### config.mk
export PLATFORM = sky130hd
export DESIGN_NAME = fetch_stage
export DESIGN_NICKNAME = d
export VERILOG_FILES = /design/src/rtl/fetch_stage_pkg.sv /design/src/rtl/fetch_stage_ifid_reg.sv /design/src/rtl/fetch_stage.sv
export SDC_FILE = /design/constraint.sdc
export NUM_CORES = 1
export LEC_CHECK = 0
export BUFFER_PORTS_ARGS = -buffer_cell sky130_fd_sc_hd__buf_2
export CAP_MARGIN = 20
export CORE_MARGIN = 5
export CORE_UTILIZATION = 48
export CTS_BUF_LIST = sky130_fd_sc_hd__clkbuf_2 sky130_fd_sc_hd__clkbuf_4 sky130_fd_sc_hd__clkbuf_8
export DETAILED_ROUTE_END_ITERATION = 8
export PLACE_DENSITY = 0.79
export SYNTH_ARGS = -nofsm -noshare
export SYNTH_HDL_FRONTEND = slang
export SYNTH_SLANG_ARGS = --single-unit
export TNS_END_PERCENT = 5
### constraint.sdc
create_clock -name Clk -period 2.3 [get_ports Clk]
set_clock_uncertainty 0.2 [all_clocks]
set_input_delay 0.345 -clock Clk [delete_from_list [all_inputs] [get_ports Clk]]
set_output_delay 0.345 -clock Clk [all_outputs]
set_load 0.005 [all_outputs]
### src/rtl/fetch_stage_pkg.sv
// Shared constants and types for the MIPS instruction-fetch stage and its IF/ID register.
package fetch_stage_pkg;

   localparam logic [31:0] NOP_INSTR_WORD   = 32'h0000_0000;
   localparam logic [31:0] RESET_PC_DEFAULT = 32'h0000_0000;
   localparam logic [31:0] PC_INC           = 32'd4;

   typedef struct packed {
      logic [31:0] instr;
      logic [31:0] pc_plus4;
      logic        valid;
   } ifid_t;

   // Redirect targets are word addresses; the low two bits are dropped on load.
   function automatic logic [31:0] align_word(input logic [31:0] addr);
      return {addr[31:2], 2'b00};
   endfunction

endpackage

### src/rtl/fetch_stage_ifid_reg.sv
// IF/ID pipeline register: flush beats write-enable, which beats hold.
module ifid_reg
   import fetch_stage_pkg::*;
#(
   parameter logic [31:0] NOP_INSTR = NOP_INSTR_WORD
) (
   input  logic  clk,
   input  logic  reset,
   input  logic  write_en,
   input  logic  flush,
   input  ifid_t ifid_in,
   output ifid_t ifid_out
);

   ifid_t ifid_q;
   ifid_t ifid_d;
   ifid_t ifid_bubble;

   always_comb begin
      ifid_bubble          = '0;
      ifid_bubble.instr    = NOP_INSTR;
      ifid_bubble.pc_plus4 = 32'h0000_0000;
      ifid_bubble.valid    = 1'b0;
   end

   always_comb begin
      ifid_d = ifid_q;
      if (flush) begin
         ifid_d = ifid_bubble;
      end else if (write_en) begin
         ifid_d = ifid_in;
      end
   end

   always_ff @(posedge clk) begin
      if (reset) begin
         ifid_q <= ifid_bubble;
      end else begin
         ifid_q <= ifid_d;
      end
   end

   assign ifid_out = ifid_q;

endmodule

### src/rtl/fetch_stage.sv
// Instruction fetch: PC register, next-PC selection, IF/ID register and performance counters.
module fetch_stage
   import fetch_stage_pkg::*;
#(
   parameter logic [31:0] RESET_PC  = RESET_PC_DEFAULT,
   parameter logic [31:0] NOP_INSTR = NOP_INSTR_WORD,
   parameter int          CNT_WIDTH = 32
) (
   input  logic                 Clk,
   input  logic                 Reset,
   input  logic                 PCWrite,
   input  logic                 IFIDWrite,
   input  logic                 PCSrc,
   input  logic [31:0]          BranchTarget,
   input  logic                 IFIDFlush,
   input  logic [31:0]          InstrMemData,
   output logic [31:0]          InstrMemAddr,
   output logic [31:0]          IFID_Instruction,
   output logic [31:0]          IFID_PCPlus4,
   output logic                 IFID_Valid,
   output logic [CNT_WIDTH-1:0] FetchCount,
   output logic [CNT_WIDTH-1:0] StallCount
);

   localparam logic [CNT_WIDTH-1:0] CNT_ONE = {{(CNT_WIDTH-1){1'b0}}, 1'b1};
   localparam logic [CNT_WIDTH-1:0] CNT_MAX = {CNT_WIDTH{1'b1}};

   logic [31:0]          pc_q;
   logic [31:0]          pc_d;
   logic [31:0]          pc_plus4;
   logic [CNT_WIDTH-1:0] fetch_cnt_q;
   logic [CNT_WIDTH-1:0] fetch_cnt_d;
   logic [CNT_WIDTH-1:0] stall_cnt_q;
   logic [CNT_WIDTH-1:0] stall_cnt_d;
   logic                 ifid_flush;
   logic                 ifid_load;
   logic                 ifid_stall;
   ifid_t                ifid_next;
   ifid_t                ifid_cur;

   assign pc_plus4 = pc_q + PC_INC;

   // A taken redirect overrides a PC stall: the stalled younger instruction is dead anyway.
   always_comb begin
      pc_d = pc_q;
      if (PCSrc) begin
         pc_d = align_word(BranchTarget);
      end else if (PCWrite) begin
         pc_d = pc_plus4;
      end
   end

   always_comb begin
      ifid_flush = IFIDFlush | PCSrc;
      ifid_load  = IFIDWrite & ~ifid_flush;
      ifid_stall = ~IFIDWrite & ~ifid_flush;
   end

   always_comb begin
      ifid_next          = '0;
      ifid_next.instr    = InstrMemData;
      ifid_next.pc_plus4 = pc_plus4;
      ifid_next.valid    = 1'b1;
   end

   ifid_reg #(
      .NOP_INSTR (NOP_INSTR)
   ) u_ifid_reg (
      .clk      (Clk),
      .reset    (Reset),
      .write_en (IFIDWrite),
      .flush    (ifid_flush),
      .ifid_in  (ifid_next),
      .ifid_out (ifid_cur)
   );

   // Both counters stick at all-ones so a long lab run never reads back as small.
   always_comb begin
      fetch_cnt_d = fetch_cnt_q;
      stall_cnt_d = stall_cnt_q;
      if (ifid_load && (fetch_cnt_q != CNT_MAX)) begin
         fetch_cnt_d = fetch_cnt_q + CNT_ONE;
      end
      if (ifid_stall && (stall_cnt_q != CNT_MAX)) begin
         stall_cnt_d = stall_cnt_q + CNT_ONE;
      end
   end

   always_ff @(posedge Clk) begin
      if (Reset) begin
         pc_q        <= RESET_PC;
         fetch_cnt_q <= '0;
         stall_cnt_q <= '0;
      end else begin
         pc_q        <= pc_d;
         fetch_cnt_q <= fetch_cnt_d;
         stall_cnt_q <= stall_cnt_d;
      end
   end

   assign InstrMemAddr     = pc_q;
   assign IFID_Instruction = ifid_cur.instr;
   assign IFID_PCPlus4     = ifid_cur.pc_plus4;
   assign IFID_Valid       = ifid_cur.valid;
   assign FetchCount       = fetch_cnt_q;
   assign StallCount       = stall_cnt_q;

endmodule

==> summary.txt <==
Routing
  – Total vias in the final route: 8487
  – Routed wire length: 26200 um
  – DR iter-0 viols: 668
  – DR vias/cell: 5.71
  – Remaining DRCs: 0
  – Post-route ant nets: 0
  – Avg WL per Cell: 17.6 um
  – DRT Pass-1 Iters: 5

Floorplan
  – Area of the die: 0.0182 mm^2
  – # rows: 45
  – Initial core utilization: 49.2%
  – # IOs: 231
  – Core ar.: 0.0153 mm^2
  – Die height: 135 um
  – Die X-Extent: 135 um

Setup path
  – CP arrival: 2.50 ns
  – WP data required: 2.45 ns
  – WS Path Type: flip-flop to flip-flop
  – Critical-path maximum fanout: 4
  – Worst Setup End Kind: flip-flop
  – CP Launch Type: flip-flop

Place
  – Placement Cell Area: 0.00966 mm^2
  – PortBufs: 224
  – Placer Congestion: 0.973
  – Hpwl dp: 17100 um
  – Placed Instances: 1393

Pwr
  – Net Sw Frac: 28.2%
  – Power Dens Cells: 514 mW/mm^2
  – Reg power frac: 50.8%
  – Switching power: 1.57 mW
  – Peak VDD IR: 0.466 mV
  – Leak pwr: 4.49 nW
  – Combinational Power Share: 11.7%
  – Pint: 3.99 mW
  – Clock share of power: 37.5%

GRT
  – Pin count of the biggest net entering global routing: 93
  – Vias in the first global route: 8023
  – Initial antenna violation count: 0
  – Total grt overflow: 0
  – Global-route wire length before repair: 40200 um
  – Tot GR Track Use: 27.1%

Clock tree
  – Latest clock arrival within the worst-skew pair: 0.47 ns
  – CTS buffer count: 17
  – Setup Fix Bufs, Post-CTS: 0
  – Root buffer cell: clkbuf_8
  – Htree depth: 4
  – CTS tree: built
  – Clk slew on worst S/H paths: 0.09 ns
  – Clk buf depth: 2
  – CTS Sinks: 157

Yosys
  – Synth Area per Inst: 8.42 um^2
  – Part of the Yosys area used for sequential elements: 41.9%
  – Post-Syn Area: 0.00750 mm^2
  – Primary FF master, synth: dfxtp_1
  – Yosys cell types: 45
  – Register bit total from synthesis: 157
  – EDFF count, synth: 0
  – Synth warn: 0
  – Share of flip-flops with an asynchronous set or reset: 0%
  – Post-Syn Instances: 891

Final layout
  – Fill cell count: 1178
  – Multi-input gate area: 0.00425 mm^2
  – Cell area after layout: 0.0108 mm^2
  – Fin util: 70.9%
  – Layout net count: 1335
  – Layout cells sized above 1: 33.7%
  – Sequential Area: 0.00316 mm^2
  – Antenna Cells: 0
  – Post-route insts no fill: 1486
  – Area Overhead vs Synth: 44.2%

Timing
  – Final worst slack: -0.0546 ns
  – RSZ-0062 raised after global routing: true
  – WHS: 0.0540 ns
  – Final hold violations: 0
  – Setup TNS: -0.152 ns
  – Fmax: 425 MHz
  – Slew margin rel.: 27.0%
  – Final setup fails: 3
  – Final period util: 102%
  – Final min period: 2.35 ns
  – Max Slew Vio Count: 0
  – Pin slew with the least headroom to its limit: 1.09 ns

Hold path
  – Worst Hold Class: input port to flip-flop

Job
  – Max_cap viols: 0

Status
  – Failing checks: negative setup slack
  – Status: finished, violations left
[critical path, stage by stage, from the launching register on]
cell,delay [ns]
dfxtp_1,0.35
nand3_1,0.14
or3_1,0.45
or4_4,0.56
buf_4,0.17
xor2_1,0.25
a211oi_2,0.12
[cells by family after synthesis]
logic type                 after synthesis  share of synthesized area, %
buffers and inverters                   72                          3.89
and+or+nand+nor                        376                          25.9
other                                    1                        0.0500
AOI/OAI and AO/OA                      174                          14.4
xor gates and xnor gates                66                          7.70
adders and majority gates                3                         0.500
muxes                                   42                          5.65
DFF                                    157                          41.9
[what timing repair did]
action | in CTS | in global routing
hold endpoints to repair | 59 | 0
hold buffers | 61 | 0
resized for setup | 9 | 24
pin swaps | 2 | 3
setup endpoints to repair | 10 | 37
[layout make-up]
type / instances / share of cell area (%)
tap: 211 / 2.44
multi-input combinational: 665 / 39.2
timing repair buffer: 407 / 25.0
inverter: 14 / 0.486
clock buffer: 17 / 2.16
sequential: 157 / 29.2
clock inverter: 15 / 1.46
[metal layers]
metal	global-route usage [%]	up-vias	wire, um
met5	0	-	0
met4	11.3	0	819
met3	5.92	77	2090
met2	46.8	434	12900
met1	32.6	3967	10400
li1	-	4009	-
[Yosys cell counts, types with 26 or more instances]
master / number / area share, %
clkbuf_1: 40 / 2.0
xor2_1: 26 / 3.0
a211oi_1: 33 / 3.3
or3_1: 34 / 2.8
mux2i_1: 39 / 5.2
xnor2_1: 40 / 4.7
dfxtp_1: 157 / 42
nand3_1: 47 / 3.1
o21ai_0: 43 / 2.9
nand4_1: 38 / 3.2
nand2_1: 42 / 2.1
nor2_1: 113 / 5.7
a21oi_1: 58 / 3.9
nor4_1: 27 / 2.3
[registers in the layout, summed over array words and instances (netlist names)]
name,count
u_ifid_reg.ifid_out,63
FetchCount,32
StallCount,32
InstrMemAddr,30
[layout by cell type (no fill, tap or decap), drive strengths merged, types with 27 or more instances in the layout]
| cell | netlist | routed |
|---|---|---|
| buf | 17 | 346 |
| dfxtp | 157 | 157 |
| nor2 | 113 | 113 |
| dlygate4sd3 | 0 | 61 |
| a21oi | 58 | 58 |
| nand3 | 47 | 47 |
| o21ai | 43 | 43 |
| nand2 | 42 | 42 |
| xnor2 | 40 | 40 |
| mux2i | 39 | 39 |
| nand4 | 38 | 38 |
| or3 | 34 | 34 |
| a211oi | 33 | 33 |
| nor4 | 27 | 27 |
[worst paths after layout]
path | depth (start not counted) | from | endpoint | slack, ns
setup / recovery | 6 | InstrMemAddr[18] | InstrMemAddr[25] | -0.05
hold reg to reg | 2 | u_ifid_reg.ifid_out[0] | u_ifid_reg.ifid_out[0] | 0.27
hold / removal | 3 | BranchTarget[16] | InstrMemAddr[16] | 0.05
setup reg to reg | 6 | InstrMemAddr[18] | InstrMemAddr[25] | -0.05
[metrics by stage]
stage,total power [mW],setup WS [ns]
after floorplan,3.17,-0.127
after global placement,3.41,-0.161
after detailed placement,3.42,-0.335
after CTS,5.54,-0.0310
after global routing,5.74,-0.112
final,5.56,-0.0546
[power groups by stage]
stage	combinational [mW]	sequential [mW]	clock, mW
2_1_floorplan	0.260	2.91	0
3_3_place_gp	0.527	2.88	0
3_5_place_dp	0.536	2.88	0
4_1_cts	0.623	2.82	2.10
5_1_grt	0.698	2.83	2.21
6_report	0.650	2.82	2.09
Note: power is estimated with default switching activity, not from simulation.
